**config.mk**
```make
export PLATFORM = sky130hd
export DESIGN_NAME = output_port_arbiter_flat
export DESIGN_NICKNAME = d
export VERILOG_FILES = /design/src/rtl/output_port_arbiter_if.sv /design/src/rtl/output_port_arbiter.sv /design/src/flat_wrapper.sv
export SDC_FILE = /design/constraint.sdc
export NUM_CORES = 1
export LEC_CHECK = 0
export BUFFER_PORTS_ARGS = -buffer_cell sky130_fd_sc_hd__buf_2
export CAP_MARGIN = 20
export CORE_MARGIN = 2
export CORE_UTILIZATION = 30
export CTS_CLUSTER_DIAMETER = 200
export CTS_CLUSTER_SIZE = 16
export DETAILED_ROUTE_END_ITERATION = 7
export HOLD_SLACK_MARGIN = 0.02
export PLACE_DENSITY_LB_ADDON = 0.05
export SLEW_MARGIN = 25
export SYNTH_ARGS = -nofsm -noshare
export SYNTH_HDL_FRONTEND = slang
export SYNTH_SLANG_ARGS = --single-unit
```
**constraint.sdc**
```tcl
create_clock -name clk_i -period 3.95 [get_ports clk_i]
set_input_delay 0.395 -clock clk_i [delete_from_list [all_inputs] [get_ports clk_i]]
set_output_delay 0.395 -clock clk_i [all_outputs]
set_load 0.02 [all_outputs]
```
**src/rtl/output_port_arbiter_if.sv**
```systemverilog
// Request/flit-status inputs and grant/select outputs between one output
// port's arbiter and the router's input ports / crossbar.
interface output_port_arbiter_if #(
  parameter int NPORTS = 5,
  parameter int SELW   = 3
);
  logic [NPORTS-1:0] req_i;
  logic [NPORTS-1:0] valid_i;
  logic [NPORTS-1:0] tail_i;
  logic              out_ready_i;
  logic [NPORTS-1:0] grant_o;
  logic [SELW-1:0]   sel_o;
  logic              busy_o;
  logic              xfer_o;

  modport master (
    output req_i, valid_i, tail_i, out_ready_i,
    input  grant_o, sel_o, busy_o, xfer_o
  );

  modport slave (
    input  req_i, valid_i, tail_i, out_ready_i,
    output grant_o, sel_o, busy_o, xfer_o
  );
endinterface

```
**src/rtl/output_port_arbiter.sv**
```systemverilog
// Wormhole-locking round-robin arbiter for one mesh-router output port:
// grants one input for a whole packet, releases on its tail transfer.
module output_port_arbiter #(
  parameter int NPORTS = 5,
  parameter int SELW   = 3
) (
  input  logic                   clk_i,
  input  logic                   rst_ni,
  output_port_arbiter_if.slave   bus
);

  typedef enum logic {IDLE, LOCKED} state_t;

  state_t            state_q, state_d;
  logic [NPORTS-1:0] grant_q, grant_d;
  logic [SELW-1:0]   sel_q, sel_d;
  logic [SELW-1:0]   ptr_q, ptr_d;
  logic [SELW-1:0]   win_sel;
  logic              win_found;
  logic              xfer;
  int                idx;

  // Rotating-priority scan starting at ptr_q; first requester wins.
  always_comb begin
    win_found = 1'b0;
    win_sel   = '0;
    idx       = 0;
    for (int i = 0; i < NPORTS; i++) begin
      idx = int'(ptr_q) + i;
      if (idx >= NPORTS) idx = idx - NPORTS;
      if (!win_found && bus.req_i[SELW'(idx)]) begin
        win_found = 1'b1;
        win_sel   = SELW'(idx);
      end
    end
  end

  assign xfer = (state_q == LOCKED) & bus.valid_i[sel_q] & bus.out_ready_i;

  always_comb begin
    state_d = state_q;
    grant_d = grant_q;
    sel_d   = sel_q;
    ptr_d   = ptr_q;
    unique case (state_q)
      IDLE: begin
        if (win_found) begin
          state_d = LOCKED;
          grant_d = {{(NPORTS-1){1'b0}}, 1'b1} << win_sel;
          sel_d   = win_sel;
        end
      end
      LOCKED: begin
        // Only the owner's tail transfer ends the packet; everything else is ignored.
        if (xfer && bus.tail_i[sel_q]) begin
          state_d = IDLE;
          grant_d = '0;
          ptr_d   = (sel_q == SELW'(NPORTS - 1)) ? '0 : sel_q + 1'b1;
        end
      end
      default: state_d = IDLE;
    endcase
  end

  always_ff @(posedge clk_i or negedge rst_ni) begin
    if (!rst_ni) begin
      state_q <= IDLE;
      grant_q <= '0;
      sel_q   <= '0;
      ptr_q   <= '0;
    end else begin
      state_q <= state_d;
      grant_q <= grant_d;
      sel_q   <= sel_d;
      ptr_q   <= ptr_d;
    end
  end

  assign bus.grant_o = grant_q;
  assign bus.sel_o   = sel_q;
  assign bus.busy_o  = (state_q == LOCKED);
  assign bus.xfer_o  = xfer;

endmodule

```
**src/flat_wrapper.sv**
```systemverilog
// flat-port wrapper written by rule: the top's interface ports become plain ports
module output_port_arbiter_flat 
#(
  parameter int NPORTS = 5,
  parameter int SELW   = 3
)
  (clk_i, rst_ni, bus_req_i, bus_valid_i, bus_tail_i, bus_out_ready_i, bus_grant_o, bus_sel_o, bus_busy_o, bus_xfer_o);
  output_port_arbiter_if #(.NPORTS(NPORTS), .SELW(SELW)) bus_i ();
  input  logic clk_i;
  input  logic rst_ni;
  input wire logic [$bits(bus_i.req_i)-1:0] bus_req_i;
  input wire logic [$bits(bus_i.valid_i)-1:0] bus_valid_i;
  input wire logic [$bits(bus_i.tail_i)-1:0] bus_tail_i;
  input wire logic [$bits(bus_i.out_ready_i)-1:0] bus_out_ready_i;
  output wire logic [$bits(bus_i.grant_o)-1:0] bus_grant_o;
  output wire logic [$bits(bus_i.sel_o)-1:0] bus_sel_o;
  output wire logic [$bits(bus_i.busy_o)-1:0] bus_busy_o;
  output wire logic [$bits(bus_i.xfer_o)-1:0] bus_xfer_o;
  assign bus_i.req_i = bus_req_i;
  assign bus_i.valid_i = bus_valid_i;
  assign bus_i.tail_i = bus_tail_i;
  assign bus_i.out_ready_i = bus_out_ready_i;
  assign bus_grant_o = bus_i.grant_o;
  assign bus_sel_o = bus_i.sel_o;
  assign bus_busy_o = bus_i.busy_o;
  assign bus_xfer_o = bus_i.xfer_o;
  output_port_arbiter #(.NPORTS(NPORTS), .SELW(SELW)) u_core (.clk_i(clk_i), .rst_ni(rst_ni), .bus(bus_i));
endmodule
```
**Word-level counts from Yosys, hierarchy flattened**

Cells that the tools add are included.

- Bits in registers: 12
- Latch bits: 0
- Bits in writable memories: 0
- Memory bits (read-only): 0
- Input port bits: 18
- Output and inout port bits: 10
- Memories: 0

- Add/subtract/negate cells: 10
- Multipliers: 0
- Divide/modulo/power cells: 0
- Order comparisons: 11
- Equal/unequal tests: 3
- Shift operators: 1
- Multiplexer cells: 41
- Bitwise operators: 3
- Reduce and logical (&&, ||, !) cells: 12

Operator list:

| cell | number |
|---|---|
| $mux 3 | 11 |
| $lt 3x5->1 const B | 5 |
| $bmux 1 s3 | 7 |
| $mux 1 | 19 |
| $ge 4x3->1 const B | 4 |
| $sub 3x3->3 const B | 5 |
| $mux 5 | 2 |
| $pmux 5 s2 | 1 |
| $add 3x2->4 const B | 2 |
| $reduce_and 2->1 | 3 |
| $logic_and 1x1->1 | 5 |
| $shl 1x3->5 const A | 1 |
| $add 3x1->4 const B | 1 |
| $add 3x3->4 const B | 1 |
| $logic_not 1->1 | 4 |
| $lt 3x4->1 const B | 1 |
| $add 3x1->3 const B | 1 |
| $eq 3x3->1 const B | 1 |
| $ge 3x3->1 const B | 1 |
| $and 1x1->1 | 2 |
| $ne 2x1->1 const B | 1 |
| $ne 2x2->1 const B | 1 |
| $pmux 1 s2 | 1 |
| $not 1->1 | 1 |

**Logic depth before layout (Yosys ltp)**

- Depth in word-level cells: 21
- Mapped depth: 15

**Least setup slack after synthesis**

No wires, ideal clock.

- Kind: register to register
- From: reg u_core.ptr_q[0]
- To: reg u_core.grant_q[1], in the netlist u_core.bus.grant_o[1]
- Setup time: 0.122 ns
- Arrival time: 3.237 ns
- Slack: 0.592 ns
- Stages on the path, launching flop included: 15
- Buffers on the path: 2
- Path through: dfrtp_1 > buf_6 > inv_2 > ha_1 > inv_1 > fa_1 > or2_2 > a211oi_1 > o41ai_1 > a21o_1 > or3_1 > buf_6 > o31ai_4 > o31ai_2 > a32o_1

- Word-level cells in the longest chain between the ends: 21

Ends and longest elaborated chain:

| item | line | text |
|---|---|---|
| start, declared | output_port_arbiter.sv:17 | `logic [SELW-1:0] ptr_q, ptr_d;` |
| start signal, assigned | output_port_arbiter.sv:75 | `ptr_q <= ptr_d;` |
| branches (longest 21 deep; another with $add 3x1->4) | -- |  |
| end signal, assigned | output_port_arbiter.sv:73 | `grant_q <= grant_d;` |
| end, declared | output_port_arbiter.sv:15 | `logic [NPORTS-1:0] grant_q, grant_d;` |

Parallel ways; which one is timed is not known. The select of a mux whose other input is x is not followed.
A chain may end at the register's enable or synchronous reset.

**Final worst setup path**

- From: reg u_core.ptr_q[1]
- To: reg u_core.grant_q[1], in the netlist u_core.bus.grant_o[1]

Same word-level chain as after synthesis.

==> run metrics <==
max-slew headroom at the worst pin=61.34%; xor/xnor share of the synthesized area=1.533%; Port Buffers=27; grt met2 use=27.48%; total wire length=5.081 mm; post-CTS sizing=0; Most used DFF post-synth=dfrtp_1; vias in the first global route=1605; row count=27; maxcap violations=0; area growth from synthesis to layout=17.08%; unrepaired setup endpoints after global routing=no; final HPWL from detailed placement=3.906 mm; GRT Total Usage=16.72%; H-tree depth=1; layout cells sized above 1=25.21%; sequential fraction of the synthesis area=17.52%; Mapped Avg Cell Area=8.281 um^2; Die H=79.59 um; complex-gate fraction of the synthesized area=33.07%; final setup TNS=0 ps; initial antenna violation count=0; clock sink total=12; Ports=28; DRT iter0 DRCs=58; Clock Latency Late Sink=250 ps; ANT cells=0; GRT met3 Usage=2.489%; Slew Viols, Final=0; Setup Skew=6.437 ps; first-pass GRT wire length=8.280 mm; Post-Syn Area=0.001714 mm^2; Post-CTS Setup Inserts=0; Worst-path clk slew=70 ps; Crit path required time=4130 ps; Yosys cell types=67; 1st-pass router iterations=4; Placed Instance Area=0.001952 mm^2; M1 GR Usage=24.15%; fraction of registers with async set or reset after synthesis=100.0%; total die area=0.006335 mm^2; CP endpoint kind=register; routability cong.=0.8015; Final period util=90.01%; global route hottest layer=met2; total gr overflow=0; Net Count, Synth=236; fin area=0.002007 mm^2; CTS Buffer Depth=2; wire per inst=16.39 um; ANT nets after route=0; TritonCTS Buffers=3; largest family of logic cells by synthesized area=compound AO/OA/AOI/OAI gates; Nets=268; status=completed; number of fillers in the final layout=580; CTS tree=built; Residual DRC=0; final hold vios=0; synthesis-stage register bit count=12; Initial Util=31.13%; mux contribution to synthesized area=9.124%; Synth Instances=207; Post-synth EDFFs=0; Die W=79.59 um; Final min period=3556 ps; setup violators final=0; cts hold-fix bufs=0; Core ar.=0.005507 mm^2; post-synthesis adder-cell area fraction=8.467%; Ys Warns=0; Clk Tree Root Cell=clkbuf_8; Vias/cell=5.342; critical path launch point type=register; worst-margin pin slew=578.6 ps; highest clock rate=281.3 MHz; FF-to-FF setup slack=390 ps; largest net degree at the start of global routing=21; simple-gate share of the synthesized area=23.80%; Critical Path Fanout Max=8; kind of critical path=reg2reg; Vias=1656; worst endpoint data arrival time=3740 ps; Worst Hold Class=in2async
-- worst max-delay path: stages (launching register included) --
cell	delay [ps]
dfrtp_1	500
ha_1	210
inv_1	50
fa_1	430
nor2_1	350
nor3_1	80
o41ai_1	480
a21o_1	250
or4bb_1	500
o2bb2ai_1	160
a21oi_2	270
a32o_1	200
-- final timing paths --
path | startpoint | to | cells past startpoint
worst max-delay path | u_core.ptr_q[1] | u_core.bus.grant_o[1] | 11
worst min-delay path | rst_ni | u_core.bus.grant_o[2] | 1
worst max register to register | u_core.ptr_q[1] | u_core.bus.grant_o[1] | 11
worst min register to register | u_core.bus.grant_o[3] | u_core.bus.grant_o[3] | 1
max in group asynchronous | rst_ni | u_core.bus.grant_o[0] | 1
min in group clk_i | u_core.bus.grant_o[3] | u_core.bus.grant_o[3] | 1
-- metrics by stage --
stage | hold slack, ps | setup WS, ps | util [%] | cells
after global routing | 49.68 | 167.6 | 36.45 | 310
after floorplan | 99.41 | 591.6 | - | 207
after detailed placement | 311.9 | 452.3 | 35.45 | 306
after CTS | 39.26 | 399.1 | 36.45 | 310
after global placement | 305.2 | 485.2 | 35.45 | 306
final | 36.15 | 394.4 | 36.45 | 310
-- routing by layer --
layer	routed length, um	part of all wire, %	vias up
met2	2318	46	21
met3	134	2.6	0
met1	2627	52	796
met5	0	0	-
li1	-	-	839
met4	0	0	0
-- cell type report --
cell class	count	area, um^2	share of cell area, %
Multi-Input combinational cell	172	1303	64.90
Sequential cell	12	300.3	14.96
Timing Repair Buffer	37	210.2	10.47
Tap cell	72	90.09	4.489
Clock buffer	4	55.05	2.743
Inverter	13	48.80	2.431
-- placed cells by master, fill, tap and decap left out, types with 3 or more instances in the layout --
master / count
dfrtp_1: 12
o21a_1: 4
inv_1: 12
nor2_1: 21
nand2_1: 14
ha_1: 10
a21o_1: 5
clkbuf_8: 4
a31oi_1: 3
nand3_1: 5
o21ai_0: 10
or2_2: 3
buf_2: 27
nor2b_1: 3
nand2b_1: 6
a21oi_1: 14
nor3b_1: 3
and2_1: 3
mux4_2: 3
a211oi_1: 3
buf_4: 10
xnor2_1: 3
mux2i_1: 4
or3_1: 3
nor3_1: 4
-- cell usage after synthesis (all sizes together), types with 2 or more instances --
library cell	count	share of area (%)
o21a	4	1.8
a32o	2	1.2
o22ai	2	0.73
o32ai	3	2.0
or3	3	1.1
a211oi	4	2.0
clkbuf	4	0.88
nor3b	3	1.3
xnor2	3	1.5
nand2b	6	2.2
a31oi	3	1.1
nor2	21	4.6
o31ai	2	2.0
o2bb2ai	2	1.0
inv	13	2.8
a2bb2oi	2	1.0
nor3	4	1.2
mux2i	4	2.3
and2	3	1.1
o21ai	13	4.5
nand3	6	2.5
or2	4	1.5
nand2	14	3.1
mux4	4	5.5
mux2	2	1.3
dfrtp	12	18
a21o	5	2.2
a22oi	2	0.88
a21oi	15	4.6
ha	10	7.3
nor2b	3	1.1
buf	6	2.8
-- kinds of logic (layout without fill, tap and decap cells) --
group / count (synthesis) / in the layout
AO/OA/AOI/OAI: 74 / 74
AND/OR/NAND/NOR: 74 / 74
buffers and inverters: 23 / 54
flip-flops: 12 / 12
adder cells (fa/ha/maj): 11 / 11
multiplexers: 10 / 10
XOR/XNOR: 3 / 3
-- sequential cells by signal, summed over array words and instances (netlist names) --
name	flops
u_core.bus.sel_o	3
u_core.ptr_q	3
u_core.bus.busy_o	1
u_core.bus.grant_o	5
Power is left out: the tool's default activity adds up to more than one toggle a clock period on the data nets, which glitch-free logic cannot reach.
